File: src/rtl/decode_pkg.sv
// rtl/decode_pkg.sv - opcodes, control-word layout and decode helpers for decode_pipe
package decode_pkg;

  localparam logic [5:0] OP_RTYPE = 6'h00;
  localparam logic [5:0] OP_LW    = 6'h23;
  localparam logic [5:0] OP_SW    = 6'h2B;
  localparam logic [5:0] OP_BEQ   = 6'h04;
  localparam logic [5:0] OP_ADDI  = 6'h08;

  // Control word layout: {regDst,branch,memRead,memToReg,aluOp[1:0],memWrite,aluSrc,regWrite}
  localparam int CTRL_W         = 9;
  localparam int CTRL_REG_DST   = 8;
  localparam int CTRL_BRANCH    = 7;
  localparam int CTRL_MEM_READ  = 6;
  localparam int CTRL_MEM_TO_REG = 5;
  localparam int CTRL_ALU_OP_HI = 4;
  localparam int CTRL_ALU_OP_LO = 3;
  localparam int CTRL_MEM_WRITE = 2;
  localparam int CTRL_ALU_SRC   = 1;
  localparam int CTRL_REG_WRITE = 0;

  typedef logic [CTRL_W-1:0] ctrl_t;

  typedef enum logic {
    ST_RUN   = 1'b0,
    ST_STALL = 1'b1
  } state_t;

  // Unknown opcodes decode to an all-zero control word (NOP)
  function automatic ctrl_t decode_ctrl(input logic [5:0] opcode);
    ctrl_t c;
    c = '0;
    case (opcode)
      OP_RTYPE: begin
        c[CTRL_REG_DST]   = 1'b1;
        c[CTRL_ALU_OP_HI] = 1'b1;
        c[CTRL_REG_WRITE] = 1'b1;
      end
      OP_LW: begin
        c[CTRL_MEM_READ]   = 1'b1;
        c[CTRL_MEM_TO_REG] = 1'b1;
        c[CTRL_ALU_SRC]    = 1'b1;
        c[CTRL_REG_WRITE]  = 1'b1;
      end
      OP_SW: begin
        c[CTRL_MEM_WRITE] = 1'b1;
        c[CTRL_ALU_SRC]   = 1'b1;
      end
      OP_BEQ: begin
        c[CTRL_BRANCH]    = 1'b1;
        c[CTRL_ALU_OP_LO] = 1'b1;
      end
      OP_ADDI: begin
        c[CTRL_ALU_SRC]   = 1'b1;
        c[CTRL_REG_WRITE] = 1'b1;
      end
      default: c = '0;
    endcase
    return c;
  endfunction

  // Instructions whose rt field is a source operand, not a destination
  function automatic logic usesRt(input logic [5:0] opcode);
    return (opcode == OP_RTYPE) || (opcode == OP_SW) || (opcode == OP_BEQ);
  endfunction

endpackage

File: src/rtl/decode_pipe_if.sv
// rtl/decode_pipe_if.sv - IF/ID, write-back and ID/EX signal bundle for decode_pipe
interface decode_pipe_if #(
  parameter int DATA_W   = 32,
  parameter int NUM_REGS = 32,
  parameter int PC_W     = 32
);
  import decode_pkg::*;

  localparam int REG_AW = $clog2(NUM_REGS);

  logic              ifid_valid;
  logic [31:0]       ifid_instr;
  logic [PC_W-1:0]   ifid_pc;
  logic              flush;
  logic              ex_hold;
  logic              wb_we;
  logic [REG_AW-1:0] wb_rd;
  logic [DATA_W-1:0] wb_data;

  logic              stall;
  logic              idex_valid;
  ctrl_t             idex_ctrl;
  logic [DATA_W-1:0] idex_rs_data;
  logic [DATA_W-1:0] idex_rt_data;
  logic [DATA_W-1:0] idex_imm;
  logic [REG_AW-1:0] idex_rs;
  logic [REG_AW-1:0] idex_rt;
  logic [REG_AW-1:0] idex_rd;
  logic [PC_W-1:0]   idex_pc;

  modport master (
    output ifid_valid, ifid_instr, ifid_pc, flush, ex_hold, wb_we, wb_rd, wb_data,
    input  stall, idex_valid, idex_ctrl, idex_rs_data, idex_rt_data, idex_imm,
           idex_rs, idex_rt, idex_rd, idex_pc
  );

  modport slave (
    input  ifid_valid, ifid_instr, ifid_pc, flush, ex_hold, wb_we, wb_rd, wb_data,
    output stall, idex_valid, idex_ctrl, idex_rs_data, idex_rt_data, idex_imm,
           idex_rs, idex_rt, idex_rd, idex_pc
  );

endinterface

File: src/rtl/decode_regfile.sv
// rtl/decode_regfile.sv - 2R1W register file with hard-wired zero register; DECODE_WB_BYPASS_EN enables write-first reads
module decode_regfile #(
  parameter int DATA_W   = 32,
  parameter int NUM_REGS = 32,
  localparam int REG_AW  = $clog2(NUM_REGS)
) (
  input  logic              clk,
  input  logic              rst_n,
  input  logic              we,
  input  logic [REG_AW-1:0] wAddr,
  input  logic [DATA_W-1:0] wData,
  input  logic [REG_AW-1:0] rAddrA,
  input  logic [REG_AW-1:0] rAddrB,
  output logic [DATA_W-1:0] rDataA,
  output logic [DATA_W-1:0] rDataB
);

  logic [DATA_W-1:0] regs [NUM_REGS];

  // Storage update; register 0 is never written so it stays zero
  always_ff @(posedge clk) begin
    if (!rst_n) begin
      for (int i = 0; i < NUM_REGS; i++) regs[i] <= '0;
    end else if (we && (wAddr != '0)) begin
      regs[wAddr] <= wData;
    end
  end

  // Read port A, optionally forwarding the write in flight
  always_comb begin
    rDataA = regs[rAddrA];
`ifdef DECODE_WB_BYPASS_EN
    if (we && (wAddr == rAddrA)) rDataA = wData;
`endif
    if (rAddrA == '0) rDataA = '0;
  end

  // Read port B, same rules as port A
  always_comb begin
    rDataB = regs[rAddrB];
`ifdef DECODE_WB_BYPASS_EN
    if (we && (wAddr == rAddrB)) rDataB = wData;
`endif
    if (rAddrB == '0) rDataB = '0;
  end

endmodule

File: src/rtl/decode_pipe.sv
// rtl/decode_pipe.sv - decode stage with ID/EX register, load-use stall FSM, flush and EX hold; DECODE_WB_BYPASS_EN selects regfile bypass
module decode_pipe
  import decode_pkg::*;
#(
  parameter int DATA_W         = 32,
  parameter int NUM_REGS       = 32,
  parameter int PC_W           = 32,
  parameter int LOAD_USE_STALL = 1
) (
  input  logic          clk,
  input  logic          rst_n,
  decode_pipe_if.slave  bus
);

  localparam int REG_AW = $clog2(NUM_REGS);
  // Bubbles still owed after the one inserted in the hazard cycle itself
  localparam logic [2:0] STALL_EXTRA = 3'(LOAD_USE_STALL - 1);

  logic [5:0]        opcode;
  logic [REG_AW-1:0] rsIdx, rtIdx, rdField, rdSel;
  ctrl_t             ctrl;
  logic [DATA_W-1:0] rsData, rtData, imm;
  logic              hazard;

  state_t            state, stateNext;
  logic [2:0]        cnt, cntNext;
  logic              idexLoad, idexBubble, stallInt;

  logic              idexValid;
  ctrl_t             idexCtrl;
  logic [DATA_W-1:0] idexRsData, idexRtData, idexImm;
  logic [REG_AW-1:0] idexRs, idexRt, idexRd;
  logic [PC_W-1:0]   idexPc;

  assign opcode  = bus.ifid_instr[31:26];
  assign rsIdx   = bus.ifid_instr[21 +: REG_AW];
  assign rtIdx   = bus.ifid_instr[16 +: REG_AW];
  assign rdField = bus.ifid_instr[11 +: REG_AW];
  assign ctrl    = decode_ctrl(opcode);
  assign rdSel   = ctrl[CTRL_REG_DST] ? rdField : rtIdx;
  assign imm     = DATA_W'($signed(bus.ifid_instr[15:0]));

  decode_regfile #(
    .DATA_W   (DATA_W),
    .NUM_REGS (NUM_REGS)
  ) u_regfile (
    .clk    (clk),
    .rst_n  (rst_n),
    .we     (bus.wb_we),
    .wAddr  (bus.wb_rd),
    .wData  (bus.wb_data),
    .rAddrA (rsIdx),
    .rAddrB (rtIdx),
    .rDataA (rsData),
    .rDataB (rtData)
  );

  // A load in ID/EX whose destination is read by the instruction in decode
  assign hazard = idexValid && idexCtrl[CTRL_MEM_READ] && (idexRt != '0) && bus.ifid_valid &&
                  ((idexRt == rsIdx) || ((idexRt == rtIdx) && usesRt(opcode)));

  // FSM state and bubble counter register
  always_ff @(posedge clk) begin
    if (!rst_n) begin
      state <= ST_RUN;
      cnt   <= '0;
    end else begin
      state <= stateNext;
      cnt   <= cntNext;
    end
  end

  // Next state, ID/EX update selection and upstream stall
  always_comb begin
    stateNext  = state;
    cntNext    = cnt;
    idexLoad   = 1'b0;
    idexBubble = 1'b0;
    stallInt   = 1'b0;
    if (bus.flush) begin
      idexBubble = 1'b1;
      stateNext  = ST_RUN;
      cntNext    = '0;
    end else if (bus.ex_hold) begin
      stallInt = 1'b1;
    end else begin
      case (state)
        ST_RUN: begin
          if (hazard) begin
            idexBubble = 1'b1;
            stallInt   = 1'b1;
            if (STALL_EXTRA != 3'd0) begin
              stateNext = ST_STALL;
              cntNext   = STALL_EXTRA;
            end
          end else if (bus.ifid_valid) begin
            idexLoad = 1'b1;
          end else begin
            idexBubble = 1'b1;
          end
        end
        ST_STALL: begin
          idexBubble = 1'b1;
          stallInt   = 1'b1;
          cntNext    = cnt - 3'd1;
          if (cnt <= 3'd1) begin
            stateNext = ST_RUN;
            cntNext   = '0;
          end
        end
        default: begin
          stateNext = ST_RUN;
          cntNext   = '0;
        end
      endcase
    end
  end

  assign bus.stall = rst_n & stallInt;

  // ID/EX pipeline register: load, clear to a bubble, or hold
  always_ff @(posedge clk) begin
    if (!rst_n || idexBubble) begin
      idexValid  <= 1'b0;
      idexCtrl   <= '0;
      idexRsData <= '0;
      idexRtData <= '0;
      idexImm    <= '0;
      idexRs     <= '0;
      idexRt     <= '0;
      idexRd     <= '0;
      idexPc     <= '0;
    end else if (idexLoad) begin
      idexValid  <= 1'b1;
      idexCtrl   <= ctrl;
      idexRsData <= rsData;
      idexRtData <= rtData;
      idexImm    <= imm;
      idexRs     <= rsIdx;
      idexRt     <= rtIdx;
      idexRd     <= rdSel;
      idexPc     <= bus.ifid_pc;
    end
  end

  assign bus.idex_valid   = idexValid;
  assign bus.idex_ctrl    = idexCtrl;
  assign bus.idex_rs_data = idexRsData;
  assign bus.idex_rt_data = idexRtData;
  assign bus.idex_imm     = idexImm;
  assign bus.idex_rs      = idexRs;
  assign bus.idex_rt      = idexRt;
  assign bus.idex_rd      = idexRd;
  assign bus.idex_pc      = idexPc;

endmodule
File: src/flat_wrapper.sv
// flat-port wrapper written by rule: the top's interface ports become plain ports
module decode_pipe_flat import decode_pkg::*;
#(
  parameter int DATA_W         = 32,
  parameter int NUM_REGS       = 32,
  parameter int PC_W           = 32,
  parameter int LOAD_USE_STALL = 1
)
  (clk, rst_n, bus_ifid_valid, bus_ifid_instr, bus_ifid_pc, bus_flush, bus_ex_hold, bus_wb_we, bus_wb_rd, bus_wb_data, bus_stall, bus_idex_valid, bus_idex_ctrl, bus_idex_rs_data, bus_idex_rt_data, bus_idex_imm, bus_idex_rs, bus_idex_rt, bus_idex_rd, bus_idex_pc);
  decode_pipe_if #(.DATA_W(DATA_W), .NUM_REGS(NUM_REGS), .PC_W(PC_W)) bus_i ();
  input  logic clk;
  input  logic rst_n;
  input wire logic [$bits(bus_i.ifid_valid)-1:0] bus_ifid_valid;
  input wire logic [$bits(bus_i.ifid_instr)-1:0] bus_ifid_instr;
  input wire logic [$bits(bus_i.ifid_pc)-1:0] bus_ifid_pc;
  input wire logic [$bits(bus_i.flush)-1:0] bus_flush;
  input wire logic [$bits(bus_i.ex_hold)-1:0] bus_ex_hold;
  input wire logic [$bits(bus_i.wb_we)-1:0] bus_wb_we;
  input wire logic [$bits(bus_i.wb_rd)-1:0] bus_wb_rd;
  input wire logic [$bits(bus_i.wb_data)-1:0] bus_wb_data;
  output wire logic [$bits(bus_i.stall)-1:0] bus_stall;
  output wire logic [$bits(bus_i.idex_valid)-1:0] bus_idex_valid;
  output wire logic [$bits(bus_i.idex_ctrl)-1:0] bus_idex_ctrl;
  output wire logic [$bits(bus_i.idex_rs_data)-1:0] bus_idex_rs_data;
  output wire logic [$bits(bus_i.idex_rt_data)-1:0] bus_idex_rt_data;
  output wire logic [$bits(bus_i.idex_imm)-1:0] bus_idex_imm;
  output wire logic [$bits(bus_i.idex_rs)-1:0] bus_idex_rs;
  output wire logic [$bits(bus_i.idex_rt)-1:0] bus_idex_rt;
  output wire logic [$bits(bus_i.idex_rd)-1:0] bus_idex_rd;
  output wire logic [$bits(bus_i.idex_pc)-1:0] bus_idex_pc;
  assign bus_i.ifid_valid = bus_ifid_valid;
  assign bus_i.ifid_instr = bus_ifid_instr;
  assign bus_i.ifid_pc = bus_ifid_pc;
  assign bus_i.flush = bus_flush;
  assign bus_i.ex_hold = bus_ex_hold;
  assign bus_i.wb_we = bus_wb_we;
  assign bus_i.wb_rd = bus_wb_rd;
  assign bus_i.wb_data = bus_wb_data;
  assign bus_stall = bus_i.stall;
  assign bus_idex_valid = bus_i.idex_valid;
  assign bus_idex_ctrl = bus_i.idex_ctrl;
  assign bus_idex_rs_data = bus_i.idex_rs_data;
  assign bus_idex_rt_data = bus_i.idex_rt_data;
  assign bus_idex_imm = bus_i.idex_imm;
  assign bus_idex_rs = bus_i.idex_rs;
  assign bus_idex_rt = bus_i.idex_rt;
  assign bus_idex_rd = bus_i.idex_rd;
  assign bus_idex_pc = bus_i.idex_pc;
  decode_pipe #(.DATA_W(DATA_W), .NUM_REGS(NUM_REGS), .PC_W(PC_W), .LOAD_USE_STALL(LOAD_USE_STALL)) u_core (.clk(clk), .rst_n(rst_n), .bus(bus_i));
endmodule
File: config.mk
export PLATFORM = sky130hd
export DESIGN_NAME = decode_pipe_flat
export DESIGN_NICKNAME = d
export VERILOG_FILES = /design/src/rtl/decode_pkg.sv /design/src/rtl/decode_pipe_if.sv /design/src/rtl/decode_regfile.sv /design/src/rtl/decode_pipe.sv /design/src/flat_wrapper.sv
export SDC_FILE = /design/constraint.sdc
export NUM_CORES = 2
export LEC_CHECK = 0
export CAP_MARGIN = 20
export CORE_MARGIN = 2
export CORE_UTILIZATION = 55
export CTS_CLUSTER_SIZE = 40
export DETAILED_ROUTE_END_ITERATION = 16
export HOLD_SLACK_MARGIN = 0.06
export PLACE_DENSITY = 0.84
export SETUP_SLACK_MARGIN = 0.02
export SYNTH_ARGS = -nofsm -noshare
export SYNTH_HDL_FRONTEND = slang
export SYNTH_SLANG_ARGS = --single-unit
export TNS_END_PERCENT = 100
File: constraint.sdc
create_clock -name clk -period 4.1 [get_ports clk]
set_input_delay 0.615 -clock clk [delete_from_list [all_inputs] [get_ports clk]]
set_output_delay 0.615 -clock clk [all_outputs]
set_load 0.01 [all_outputs]
==> impl_results.md <==
- Status: finished, final reports clean
- Cells after DPL: between 5k and 6k
- Detail Placement HPWL: ~120000 um
- Crit path kind: input pin to output port
- Reg clk slew, reported paths: 0.06 ns
- Layout Cells excl Fill: 5491
- Distinct cell type count after synthesis: 52
- Synth warn: 0
- Synth Cell Area: 57960 um^2
- CTS root buffer: clkbuf_16
- Internal power: roughly 21000 uW
- Crit. End Element: output port
- Detailed router's first-iteration violation count: 6989
- Pwr per Cell Area: around 400 nW/um^2
- Worst Hold End: u_core.cnt[2]
- WHS Path Cells: 3
- Port-buffer cells: 260
- Cell Rows: about 120
- H-Tree Level Count: 3
- Top FF cell, synth: edfxtp_1
- Total Routing Usage GR: about a third
- Sequential power share: between 50% and 60%
- Final hold vios: 0
- First drt pass iteration count: 10
- Relative slew margins: between 20 and 25%
- Hold Crit Class: input pin to flop
- Adder-Cell Fraction of Synth Area: less than 1%
- Final slew viol count: 0
- Global route overflow: 0
- Period utilization: between 90% and 100%
- Critical path startpoint category: input pin
- Setup bufs post-CTS: 0
- Sw power: around 6600 uW
- Synth async-reset ratio: 0%
- Core ar.: between 100000 and 150000 um^2
- I/O Pins: around 260
- R2r setup slk: between 1.5 and 2 ns
- Drt drc: 0
- Clock power share: between 30 and 40%
- Most area-hungry cell type in the Yosys netlist: edfxtp_1
- Unrepaired setup endpoints after global routing: no
- Post-synthesis xor/xnor area fraction: less than 1%
- Final setup fails: 0
- Largest net degree at the start of global routing: 89
- Worst R2R End: u_core.bus.idex_rt_data[17]
- Routed via count: between 30k and 40k
- Sw frac: between 20% and 30%
- CTS tree: built
- End-of-flow core utilization: 63.48%
- Mean Syn Cell Area: 15.13 um^2
- Routed wire length: around 190000 um
- Compound-Gate Fraction of Synth Area: under 10%
- Chip width: around 330 um
- Top-count cell post-synth: edfxtp_1
- Worst vdd ir: between 0.3 and 0.4 mV
- Crit. Startpoint: bus_ifid_instr[25]
- Per-cell routed wire length: between 30 and 40 um
- Initial Utilization: 55.22%
- Number of synthesized flops with an enable pin: roughly 1.0k
- Die Ht: between 300 and 400 um
- Num CTS Buffers: 116
- First-pass GRT wire length: between 200000 and 300000 um
- Worst slew pin tran: 1.163 ns
- Max Clk Rate: ~0.27 GHz
- Post-synthesis sequential element count: 1162
- PostCTS Resize Cnt: 0
- Sum Neg Setup Slack: 0 ns
- Clock sinks: 1162
- Clock Skew: between 0.03 and 0.04 ns
- Fin Hold WS: approximately 0.37 ns
- Die area: ~110000 um^2
- Mux share of post-synthesis cell area: 21.20%
- Leak pwr: ~0.022 uW
- CP max FO: 9
- Final net count: just over 4k
- Hold_buf cts: 0
- Depth of the most critical reg-to-reg path: 7
- WP data required: about 3.5 ns
- CTS max path bufs: 3
- Register area share after synthesis: approximately 58%
- GPL Wtd Cong: between 1 and 1.5
- Share of Yosys cell area claimed by the top area cell type: 53.05%
- Vias/cell: 7.096
- Commonest cells in the netlist: edfxtp_1 (1024), and2_1 (995), mux4_2 (501)
- # Max-Cap Violations: 0
- Synth-to-Final Area Change: 14.96%
- Post-Syn Instances: 3832
- Initial antenna violation count: 21
- RR Startpoint: u_core.bus.idex_rt[4]
- ANT nets after route: 0
- Number of global-route vias before repair: between 30k and 40k
- Fraction of layout cells with a size suffix above 1: between 20% and 30%
- Skew-Pair Late Insertion Delay: 0.74 ns
- Synth area leaders: edfxtp_1 (53%), mux4_2 (19%), and2_1 (11%)
- WP data arrival: between 3 and 4 ns
- Post-route minimum period: approximately 3.8 ns
- Worst Hold Launch: rst_n
- Main combinational cell family by area after synthesis: multiplexers
- Simple-gate area share of the yosys netlist: about 13%
- Comb power frac: 11.2%
==> worst max-delay path by stage <==
stage,cells past startpoint,to,slack [ns]
global route,7,bus_stall,0.36
floorplan,5,u_core.u_regfile.regs[26][0],-0.11
finish,7,bus_stall,0.35
detailed placement,7,bus_stall,0.46
CTS,7,bus_stall,0.44
global placement,7,bus_stall,0.55
==> stage by stage <==
step | power (uW) | area (um^2) | setup WS [ns]
2_1_floorplan | 15710 | 58080 | -0.1141
3_3_place_gp | 16840 | 62750 | 0.5545
3_5_place_dp | 16950 | 62780 | 0.4565
4_1_cts | 27060 | 66450 | 0.4396
5_1_grt | 27700 | 66620 | 0.3642
6_report | 27200 | 66640 | 0.3459
==> layout make-up <==
type                       count  area, um^2
sequential                  1162       33510
clock buffer                 176        3352
fill                        7149       38330
antenna                        6       15.01
tap                         1391        1740
clock inverter                43       314.1
inverter                       4       15.01
timing repair buffer         428        4649
multi-input combinational   2281       23040
==> power groups by stage <==
| stage | logic, uW | registers (uW) | clock network, uW |
|---|---|---|---|
| global placement | 2880 | 14000 | 0 |
| floorplan | 1790 | 13900 | 0 |
| CTS | 2940 | 13800 | 10300 |
| detailed placement | 2920 | 14000 | 0 |
| global route | 3090 | 13900 | 10800 |
| finish | 3040 | 13800 | 10300 |
==> critical path: stages <==
cell             delay, ns
clkdlybuf4s50_1       0.77
xor2_1                0.33
nor3_1                0.26
and4_4                0.29
a31o_4                0.19
o31a_1                0.14
clkdlybuf4s50_1       0.54
==> per-layer routing <==
metal  GRT usage, %  part of all wire [%]  up-vias
met5              0                  0.11        -
met4          22.30                   8.3       30
met3          11.21                    16      869
met2          52.37                    44     3792
met1          42.78                    31    19170
li1               -                     -    15100
==> flip-flops by register name, summed over array words and instances, names as in the netlist <==
signal                   cells
u_core.bus.idex_imm         16
u_core.state                 1
u_core.bus.idex_valid        1
u_core.bus.idex_rs           5
u_core.bus.idex_ctrl         6
u_core.bus.idex_rs_data     32
u_core.bus.idex_rt_data     32
u_core.u_regfile.regs     1024
u_core.bus.idex_rt           5
u_core.bus.idex_pc          32
u_core.cnt                   3
u_core.bus.idex_rd           5
==> cell families (layout without fill, tap and decap cells) <==
| kind of cell | after synthesis | in the layout |
|---|---|---|
| simple gates | 1251 | 1251 |
| compound gates | 386 | 386 |
| buf+inv | 420 | 651 |
| other cells | 1 | 38 |
| mux | 601 | 601 |
| xor+xnor | 10 | 10 |
| flops | 1162 | 1162 |
| fa+ha+maj | 1 | 1 |
==> cell usage in the layout (no fill, tap or decap), types with 12 or more instances in the layout <==
cell / netlist / final
nor2_2: 0 / 30
a22oi_1: 12 / 12
a21oi_1: 20 / 20
mux2i_1: 97 / 97
a211oi_1: 17 / 17
o22ai_1: 230 / 230
nor4_1: 52 / 52
conb_1: 1 / 32
mux4_2: 501 / 501
a22o_1: 53 / 53
o21ai_4: 0 / 30
dfxtp_1: 138 / 138
nor2_1: 110 / 80
nand2_1: 32 / 32
clkbuf_16: 0 / 120
and2_1: 995 / 994
buf_4: 53 / 109
clkbuf_8: 0 / 20
edfxtp_1: 1024 / 1024
clkdlybuf4s50_1: 0 / 251
nand2b_1: 14 / 13
clkinv_1: 0 / 15
buf_12: 0 / 52
clkbuf_1: 264 / 37
clkinv_2: 0 / 16
(Power assumes the default switching activity.)
